### src/rtl/pipe_stage_reg_pkg.sv
// Shared field widths, CTRL layout and per-stage bubble constants for the ThinPad pipeline registers.
// Combinational definitions only; no latency and no flow control of its own.
// Stages pack CTRL with pack_ctrl so the offsets below and the struct layout always agree.
package pipe_stage_reg_pkg;

    localparam int WORD_W    = 16;
    localparam int REG_IDX_W = 4;
    localparam int ALUOP_W   = 4;
    localparam int PERF_W    = 16;

    localparam int DATA_W_DEF = 4 * WORD_W;

    // CTRL bit offsets, LSB first; must match the packed order of ctrl_t
    localparam int CTRL_WB_LSB     = 0;
    localparam int CTRL_MEM_LSB    = 1;
    localparam int CTRL_JORB_LSB   = 3;
    localparam int CTRL_IFJUMP_LSB = 5;
    localparam int CTRL_B_LSB      = 6;
    localparam int CTRL_ALUOP_LSB  = 8;
    localparam int CTRL_RREG2_LSB  = CTRL_ALUOP_LSB + ALUOP_W;
    localparam int CTRL_RREG1_LSB  = CTRL_RREG2_LSB + REG_IDX_W;
    localparam int CTRL_WREG_LSB   = CTRL_RREG1_LSB + REG_IDX_W;
    localparam int CTRL_W_DEF      = CTRL_WREG_LSB + REG_IDX_W;

    typedef struct packed {
        logic [REG_IDX_W-1:0] wreg;
        logic [REG_IDX_W-1:0] rreg1;
        logic [REG_IDX_W-1:0] rreg2;
        logic [ALUOP_W-1:0]   aluop;
        logic [1:0]           controlb;
        logic                 ifjump;
        logic [1:0]           jorb;
        logic [1:0]           controlmem;
        logic                 controlwb;
    } ctrl_t;

    typedef struct packed {
        logic [WORD_W-1:0] rdata1;
        logic [WORD_W-1:0] rdata2;
        logic [WORD_W-1:0] imme;
        logic [WORD_W-1:0] pc;
    } data_t;

    // A bubble must never write a register, touch memory or redirect the PC.
    localparam ctrl_t BUBBLE_ID_EXE  = '0;
    localparam ctrl_t BUBBLE_EXE_MEM = '0;
    localparam ctrl_t BUBBLE_MEM_WB  = '0;

    function automatic logic [CTRL_W_DEF-1:0] pack_ctrl(input ctrl_t c);
        logic [CTRL_W_DEF-1:0] v;
        v = '0;
        v[CTRL_WB_LSB]                              = c.controlwb;
        v[CTRL_MEM_LSB +: 2]                        = c.controlmem;
        v[CTRL_JORB_LSB +: 2]                       = c.jorb;
        v[CTRL_IFJUMP_LSB]                          = c.ifjump;
        v[CTRL_B_LSB +: 2]                          = c.controlb;
        v[CTRL_ALUOP_LSB +: ALUOP_W]                = c.aluop;
        v[CTRL_RREG2_LSB +: REG_IDX_W]              = c.rreg2;
        v[CTRL_RREG1_LSB +: REG_IDX_W]              = c.rreg1;
        v[CTRL_WREG_LSB +: REG_IDX_W]               = c.wreg;
        return v;
    endfunction

    function automatic logic [PERF_W-1:0] sat_inc(input logic [PERF_W-1:0] v, input logic en);
        logic [PERF_W-1:0] r;
        r = v;
        if (en && (v != {PERF_W{1'b1}}))
            r = v + 1'b1;
        return r;
    endfunction

endpackage

### src/rtl/pipe_skid_reg.sv
// Single-entry skid register holding one DATA/CTRL payload with load and clear.
// Latency: one falling edge from load to valid. Backpressure: caller loads only while empty.
// Clear wins over load; payload is kept on clear since valid alone qualifies it.
module pipe_skid_reg #(
    parameter int DATA_W = 64,
    parameter int CTRL_W = 24
) (
    input  logic              clk,
    input  logic              rst,
    input  logic              load,
    input  logic              clear,
    input  logic [DATA_W-1:0] in_data,
    input  logic [CTRL_W-1:0] in_ctrl,
    output logic              valid,
    output logic [DATA_W-1:0] data,
    output logic [CTRL_W-1:0] ctrl
);

    always_ff @(negedge clk or posedge rst) begin
        if (rst) begin
            valid <= 1'b0;
            data  <= '0;
            ctrl  <= '0;
        end else if (clear) begin
            valid <= 1'b0;
        end else if (load) begin
            valid <= 1'b1;
            data  <= in_data;
            ctrl  <= in_ctrl;
        end
    end

endmodule

### src/rtl/pipe_stage_reg.sv
// Inter-stage pipeline register (main + skid, FIFO depth 2) with flush and bubble insertion; PIPE_STAGE_PERF_EN adds stall/flush counters.
// Latency: one falling edge from accept to out_valid when unstalled; full throughput with out_ready high.
// Backpressure: in_ready = !skid_valid, so one extra instruction is absorbed on the first stalled edge.
module pipe_stage_reg
    import pipe_stage_reg_pkg::*;
#(
    parameter int                DATA_W      = DATA_W_DEF,
    parameter int                CTRL_W      = CTRL_W_DEF,
    parameter logic [CTRL_W-1:0] BUBBLE_CTRL = {CTRL_W{1'b0}}
) (
    input  logic              clk,
    input  logic              rst,
    input  logic              flush,
    input  logic              in_valid,
    output logic              in_ready,
    input  logic [DATA_W-1:0] in_data,
    input  logic [CTRL_W-1:0] in_ctrl,
    output logic              out_valid,
    input  logic              out_ready,
    output logic [DATA_W-1:0] out_data,
    output logic [CTRL_W-1:0] out_ctrl
`ifdef PIPE_STAGE_PERF_EN
    ,
    output logic [PERF_W-1:0] perf_stall_cnt,
    output logic [PERF_W-1:0] perf_flush_cnt
`endif
);

    logic              skid_valid;
    logic [DATA_W-1:0] skid_data;
    logic [CTRL_W-1:0] skid_ctrl;

    logic acc;
    logic take;
    logic main_free;
    logic skid_load;
    logic skid_clear;

    logic              nxt_valid;
    logic [DATA_W-1:0] nxt_data;
    logic [CTRL_W-1:0] nxt_ctrl;

    assign in_ready  = !skid_valid;
    assign acc       = in_valid & in_ready;
    assign take      = out_valid & out_ready;
    assign main_free = !out_valid | take;

    // Skid only ever fills when main is occupied and stalled, so skid_valid implies out_valid.
    assign skid_load  = !flush & !skid_valid & !main_free & acc;
    assign skid_clear = flush | (skid_valid & main_free);

    pipe_skid_reg #(
        .DATA_W (DATA_W),
        .CTRL_W (CTRL_W)
    ) u_skid (
        .clk     (clk),
        .rst     (rst),
        .load    (skid_load),
        .clear   (skid_clear),
        .in_data (in_data),
        .in_ctrl (in_ctrl),
        .valid   (skid_valid),
        .data    (skid_data),
        .ctrl    (skid_ctrl)
    );

    always_comb begin
        nxt_valid = out_valid;
        nxt_data  = out_data;
        nxt_ctrl  = out_ctrl;
        if (flush) begin
            nxt_valid = 1'b0;
            nxt_ctrl  = BUBBLE_CTRL;
        end else if (skid_valid) begin
            if (main_free) begin
                nxt_valid = 1'b1;
                nxt_data  = skid_data;
                nxt_ctrl  = skid_ctrl;
            end
        end else if (main_free) begin
            if (acc) begin
                nxt_valid = 1'b1;
                nxt_data  = in_data;
                nxt_ctrl  = in_ctrl;
            end else begin
                // Data is left stale on a bubble; only CTRL must be neutralised.
                nxt_valid = 1'b0;
                nxt_ctrl  = BUBBLE_CTRL;
            end
        end
    end

    always_ff @(negedge clk or posedge rst) begin
        if (rst) begin
            out_valid <= 1'b0;
            out_data  <= '0;
            out_ctrl  <= BUBBLE_CTRL;
        end else begin
            out_valid <= nxt_valid;
            out_data  <= nxt_data;
            out_ctrl  <= nxt_ctrl;
        end
    end

`ifdef PIPE_STAGE_PERF_EN
    always_ff @(negedge clk or posedge rst) begin
        if (rst) begin
            perf_stall_cnt <= '0;
            perf_flush_cnt <= '0;
        end else begin
            perf_stall_cnt <= sat_inc(perf_stall_cnt, out_valid & !out_ready);
            perf_flush_cnt <= sat_inc(perf_flush_cnt, flush & (out_valid | skid_valid));
        end
    end
`endif

endmodule

### config.mk
export PLATFORM = sky130hd
export DESIGN_NAME = pipe_stage_reg
export DESIGN_NICKNAME = d
export VERILOG_FILES = /design/src/rtl/pipe_stage_reg_pkg.sv /design/src/rtl/pipe_skid_reg.sv /design/src/rtl/pipe_stage_reg.sv
export SDC_FILE = /design/constraint.sdc
export NUM_CORES = 1
export LEC_CHECK = 0
export BUFFER_PORTS_ARGS = -buffer_cell sky130_fd_sc_hd__buf_2
export CAP_MARGIN = 20
export CORE_UTILIZATION = 54
export DETAILED_ROUTE_END_ITERATION = 8
export GPL_TIMING_DRIVEN = 0
export PLACE_DENSITY = 0.87
export SETUP_SLACK_MARGIN = 0.1
export SLEW_MARGIN = 20
export SYNTH_ARGS = -nofsm -noshare
export SYNTH_HDL_FRONTEND = slang
export SYNTH_HIERARCHICAL = 1
export SYNTH_SLANG_ARGS = --single-unit
### constraint.sdc
create_clock -name clk -period 4 [get_ports clk]
set_input_delay 1.2 -clock clk [delete_from_list [all_inputs] [get_ports clk]]
set_output_delay 1.2 -clock clk [all_outputs]
set_load 0.05 [all_outputs]
### Word level (Yosys, flattened, before mapping)

Index checks and enable logic that the tools add are counted.
Widths: inputs -> output; s select.

* mux-type cells: 16
* bitwise operators: 10
* reduce and logical (&&, ||, !) cells: 9

Operator list (number)
* $mux 64: 4
* $mux 24: 5
* $mux 1: 7
* $and 1x1->1: 6
* $reduce_bool 2->1: 3
* $logic_not 1->1: 4
* $reduce_and 3->1: 1
* $not 1->1: 2
* $or 1x1->1: 2
* $reduce_and 2->1: 1

* register bits: 178
* bits of input ports: 93
* output and inout port bits: 90
* logic and storage cells: 41

### Logic depth before layout (Yosys ltp)

Gate-level depths: netlist of the first run.

* depth after elaboration: 7
* gate-level depth with buffers: 10
* depth with buffers taken out: 5

### Hierarchy

The synthesis of the first run kept the hierarchy.

Modules (own cells, without submodules)
* pipe_stage_reg: instances 1, cells an instance 302, area an instance 4295.4 um^2, seq. area each 2227.1 um^2
* pipe_skid_reg: instances 1, cells an instance 191, area an instance 3400.8 um^2, seq. area each 2227.1 um^2

==> results of run 1 <==
==> worst max-delay path, delay by kind of cell, from the launching register on <==
| family | cells | cell delay, ps |
|---|---|---|
| buf+inv | 5 | 550 |
| flops | 1 | 440 |
==> area by class of cell <==
cell class	count	area (µm²)	share of cell area [%]
diodes	3	7.51	0.0602
plain buffers	33	489	3.92
clock buffers	17	425	3.41
clock inverters	15	179	1.43
inverters	3	22.5	0.181
multi-input cells	278	3660	29.3
flip-flops and latches	178	4450	35.7
well taps	180	225	1.81
repair buffers	315	3010	24.2
==> flip-flops by register name, indices dropped and copies added, names as in the netlist <==
register      cells
out_ctrl         24
out_data         64
out_valid         1
u_skid/ctrl      24
u_skid/data      64
u_skid/valid      1
==> placed cells by master (no fill, tap or decap), types with 13 or more instances in the layout <==
master | Yosys | routed
buf_12 | 0 | 27
buf_6 | 8 | 113
dfrtn_1 | 178 | 178
buf_4 | 0 | 85
buf_16 | 0 | 13
clkbuf_16 | 0 | 18
a22oi_1 | 24 | 14
mux2_2 | 191 | 64
mux2_4 | 20 | 152
buf_2 | 21 | 96
==> layer usage <==
metal | GRT usage (%) | wire length (µm) | share of wire (%)
met1 | 41.3 | 10400 | 38
met2 | 60.4 | 14000 | 51
met3 | 7.71 | 1440 | 5.3
met4 | 17.4 | 1410 | 5.2
met5 | 0 | 0 | 0
==> power by group through the flow <==
stage	combinational, mW	sequential [mW]	clock [mW]
after floorplan	0.587	2.86	0
after global placement	1.36	2.38	0
after detailed placement	1.42	2.41	0
after CTS	1.87	2.43	1.73
after global routing	2.09	2.50	1.83
final	2.03	2.47	1.75
==> metrics by stage <==
stage | TNS, ps | hold WS (ps) | utilization (%)
finish | -70390 | 455 | 89.9
global route | -73350 | 464 | 89.9
CTS | -58230 | 453 | 87.4
detailed placement | -147500 | 436 | 67.9
global placement | -296620 | 428 | 67.0
floorplan | -106940 | 435 | -
==> repair_timing <==
item / CTS / global route
gates resized for setup: 317 / 33
setup endpoints to repair: 242 / 247
buffers inserted: 71 / 45
hold buffers: 0 / 0
pin swaps: 3 / 3
gates cloned: 16 / 1
==> worst max path at each step <==
stage	from	endpoint	slack, ps	cells past startpoint
6_report	u_skid/valid$_DFFE_NP0P_	in_ready	-600	5
5_1_grt	u_skid/valid$_DFFE_NP0P_	in_ready	-630	5
4_1_cts	u_skid/valid$_DFFE_NP0P_	in_ready	-540	5
3_5_place_dp	out_ready	u_skid/data[0]$_DFFE_NP0P_	-1080	9
3_3_place_gp	out_ready	u_skid/ctrl[23]$_DFFE_NP0P_	-1010	9
2_1_floorplan	out_ready	u_skid/data[15]$_DFFE_NP0P_	-680	9
==> cells by family after synthesis <==
family | after synthesis | synth area share (%)
compound gates | 49 | 5.14
buf+inv | 37 | 3.22
flops | 178 | 57.9
mux | 216 | 32.6
simple gates | 13 | 1.19
==> results.cfg, run 1 <==
[clock_network]
cts_buffers = 17
cts_sinks = 178
htree_levels = 4
cts-root-buf = clkbuf_16
insertion_delay_ps = 410
clkTransAtPathRegs_ps = 50
cts_tree = yes
clockBufferDepth = 2

[floorplan]
start_util_pct = 55.4
die_area_um2 = 14700
placementRows = 43
core_area_um2 = 13900
ios = 183
die-height_um = 121
die_w_um = 121

[power_and_ir_drop]
peakVddDrop_mv = 0.407
power_frac_comb_pct = 32.4
p_seq_share_pct = 39.5
fin_total_pwr_mw = 6.25
p_int_mw = 4.23
powerDensity_nw_per_um2 = 501
leakage_nw = 5.97
clock_power_share_pct = 28.0
power.switching_mw = 2.02
swShare_pct = 32.3

[sta]
slew_viol_final = 0
worst_pin_slew_ps = 816
skew_ps = 8.39
grt_setup_unrepaired = true
relSlewSlack_pct = 45.5
finalHoldViolCount = 0
worst_slack_ps = -600
setup_viol = 242

[final_layout]
final_cells = 1022
drive_gt1_share_pct = 75.2
area_growth_pct = 62.1
finalInstanceArea_um2 = 12500
final_nets = 919
fill_cells = 477

[critical_path]
r2r_start = u_skid/valid$_DFFE_NP0P_
ff2ff_setup_slack_ps = 1680
crit_arrival_ps = 3400
timing.rr.end = u_skid/data[42]$_DFFE_NP0P_
r2r_cells = 12
critPathCaptureType = output port
crit_fanout = 2
cp.required_ps = 2800
path_cells = buf_6, buf_8, buf_8, clkinvlp_4, buf_6
slowest_stage = dfrtn_1
cp-start-kind = flip-flop
critPathKind = reg2out
cpPeakStageDelay_ps = 440

[yosys]
avgSynthCellArea_um2 = 15.6
async_flop_share_pct = 100
yosys.area.top_type_share_pct = 57.9
synth_edf_count = 0
synth_top_flop_cell = dfrtn_1
ys_warn_count = 6
synth_area_um2 = 7700
ys_top_cells_by_area = dfrtn_1 (58%), mux2_2 (28%), mux2_4 (3.9%), o2bb2ai_1 (2.7%), a22oi_1 (2.3%)
synth.most_common_cell = mux2_2
postSynthCellCount = 493
ys_ff_latch = 178
syn_nets = 586
synthTopCellsByCount = mux2_2 (191), dfrtn_1 (178), a22oi_1 (24), o2bb2ai_1 (24), buf_2 (21)
synth_top_area_cell = dfrtn_1
yosysSeqAreaShare_pct = 57.9
synth_cell_types = 18

[place]
io_buffers = 182
gp_congestion = 0.792
dpl.hpwl_mm = 12.9
place_inst = 861
place_area_um2 = 9430
pre_cts_ws_ps = -1080

[routing]
wl_mm = 27.2
drcViolationCount = 0
ant_nets = 0
vias_per_cell = 5.82
dr.pass1.iters = 4
detailroute.via_count = 5950
routedWlPerCell_um = 26.6
drtIter0Drc = 306

[run_status]
status = finished, violations left
violations = setup timing

[min_path]
hold_path_class = reg2reg
holdPathEnd = u_skid/data[23]$_DFFE_NP0P_
holdPathStages = 1
hp-start = u_skid/data[23]$_DFFE_NP0P_

[global_routing]
grt_max_degree = 32
track_usage_pct = 35.1
grt-ovfl-total = 0
grt_pass1_wl_mm = 37.9
grt_antenna_before_repair = 3
grt_pass1_vias = 6431

[flow_run]
cap_violations = 0
No activity file was read; power rests on OpenSTA's default activity.
==> run 2, diff against run 1 <==
- REMOVE_ABC_BUFFERS: not set -> 1
==> results.cfg, run 2 (synthesized netlist as in run 1, its figures left out) <==
[global_routing]
track_usage_pct = 31.3
grt_antenna_before_repair = 0
grt_pass1_wl_mm = 34.4
grt_pass1_vias = 6110
grt_max_degree = 49
grt-ovfl-total = 0

[clock_network]
cts_tree = yes
clockBufferDepth = 2
ctsHoldBuffers = 0
insertion_delay_ps = 400
clkTransAtPathRegs_ps = 50
cts-root-buf = clkbuf_16
cts_buffers = 17
htree_levels = 4
cts_sinks = 178

[floorplan]
start_util_pct = 55.4
die-height_um = 121
placementRows = 43
ios = 183
die_w_um = 121
die_area_um2 = 14700
core_area_um2 = 13900

[place]
io_buffers = 182
dpl.hpwl_mm = 11.5
gp_congestion = 0.766

[min_path]
hp-start = u_skid/data[31]$_DFFE_NP0P_
hold_path_class = reg2reg

[final_layout]
largest_registers = out_data: 64 flops, u_skid/data: 64 flops
final_nets = 879
drive_gt1_share_pct = 70.6
layout_commonest_cell = dfrtn_1
fill_cells = 591
antenna_cells = 0
final_core_util_pct = 84.5
final_cell_mix = dfrtn_1 (178), mux2_4 (120), buf_6 (100), mux2_2 (96), buf_2 (90)
area_growth_pct = 52.3

[critical_path]
path_delay_family = buffers and inverters
path_cells = buf_4, nor2b_4, buf_12, and2_4, nor2b_4, buf_12, buf_16, buf_12, buf_16, mux2_4
ff2ff_setup_slack_ps = 1560
r2r_start = u_skid/valid$_DFFE_NP0P_
cpPeakStageDelay_ps = 310
cp-startpoint = in_valid
timing.critical_path.mode_cell = buf_12
slowest_stage = mux2_4
cp-start-kind = input pin
crit_arrival_ps = 2860
critPathCaptureType = flip-flop
worst-path-buf-inv = 6
cp.required_ps = 2250
critPathKind = in2reg
crit_fanout = 17

[power_and_ir_drop]
powerDensity_nw_per_um2 = 511
leakage_nw = 5.59
peakVddDrop_mv = 0.379

[sta]
grt_setup_unrepaired = true
slew_viol_final = 0
timing.hold.ws_ps = 456
worst_pin_slew_ps = 448
setup_viol = 242
worst_slack_ps = -618
skew_ps = 7.03
finalHoldViolCount = 0
relSlewSlack_pct = 70.1

[run_status]
violations = setup timing
status = finished, violations left

[routing]
routedWlPerCell_um = 25.1
dr.pass1.iters = 5
wl_mm = 24.4
detailroute.via_count = 5696
ant_nets = 0
drtIter0Drc = 359
drcViolationCount = 0
vias_per_cell = 5.84

[flow_run]
cap_violations = 0
[run 2: worst paths after layout]
check / cells after the start / to
setup reg to reg: 11 / u_skid/data[54]$_DFFE_NP0P_
hold reg to reg: 1 / u_skid/data[31]$_DFFE_NP0P_
min in group asynchronous: 2 / u_skid/data[48]$_DFFE_NP0P_
hold / removal: 1 / u_skid/data[31]$_DFFE_NP0P_
max in group asynchronous: 3 / out_data[7]$_DFFE_NP0P_
setup / recovery: 10 / u_skid/data[54]$_DFFE_NP0P_
[run 2: timing repair]
item,4_1_cts,5_1_grt
pin swaps,2,2
setup buffers,54,50
gates resized for setup,304,39
setup endpoints to repair,267,262
cloned,8,3
[run 2: worst reg2reg max path, stage by stage (launching register included)]
cell and delay, ps:
dfrtn_1 370, clkbuf_16 170, buf_4 200, nor2b_4 200, buf_12 180, and2_4 160
nor2b_4 170, buf_12 140, buf_16 140, buf_12 120, buf_16 130, mux2_4 310
[run 2: routing by layer]
metal | global-route usage (%) | part of all wire [%] | vias up
met5 | 0 | 0 | -
met4 | 13.4 | 3.3 | 0
met3 | 7.33 | 5.1 | 74
met2 | 54.1 | 54 | 258
met1 | 37.1 | 38 | 2965
li1 | - | - | 2399
[run 2: metrics by stage]
stage	setup slack (ps)	cell area (µm²)	power (mW)	instances	TNS, ps
global placement	-3820	8600	3.60	821	-988710
detailed placement	-1920	8960	3.70	839	-211720
floorplan	-2600	7460	3.32	459	-581100
global route	-646	11700	6.19	975	-86790
CTS	-534	11300	5.80	929	-64220
finish	-618	11700	5.99	975	-82020
[run 2: power by group]
part | internal (mW) | leakage, nW | total [mW] | switching (mW)
Clock | 1.00 | 0.278 | 1.68 | 0.676
Sequential | 2.19 | 2.22 | 2.46 | 0.265
Combinational | 0.933 | 3.09 | 1.86 | 0.922
[run 2: cell type report]
| class | count | area (µm²) | share of cell area, % |
|---|---|---|---|
| Tap cell | 180 | 225 | 1.92 |
| Sequential cell | 178 | 4450 | 38.0 |
| Inverter | 3 | 23.8 | 0.203 |
| Clock inverter | 6 | 108 | 0.918 |
| Clock buffer | 22 | 464 | 3.96 |
| Multi-Input combinational cell | 278 | 3410 | 29.1 |
| Timing Repair Buffer | 308 | 3040 | 25.9 |
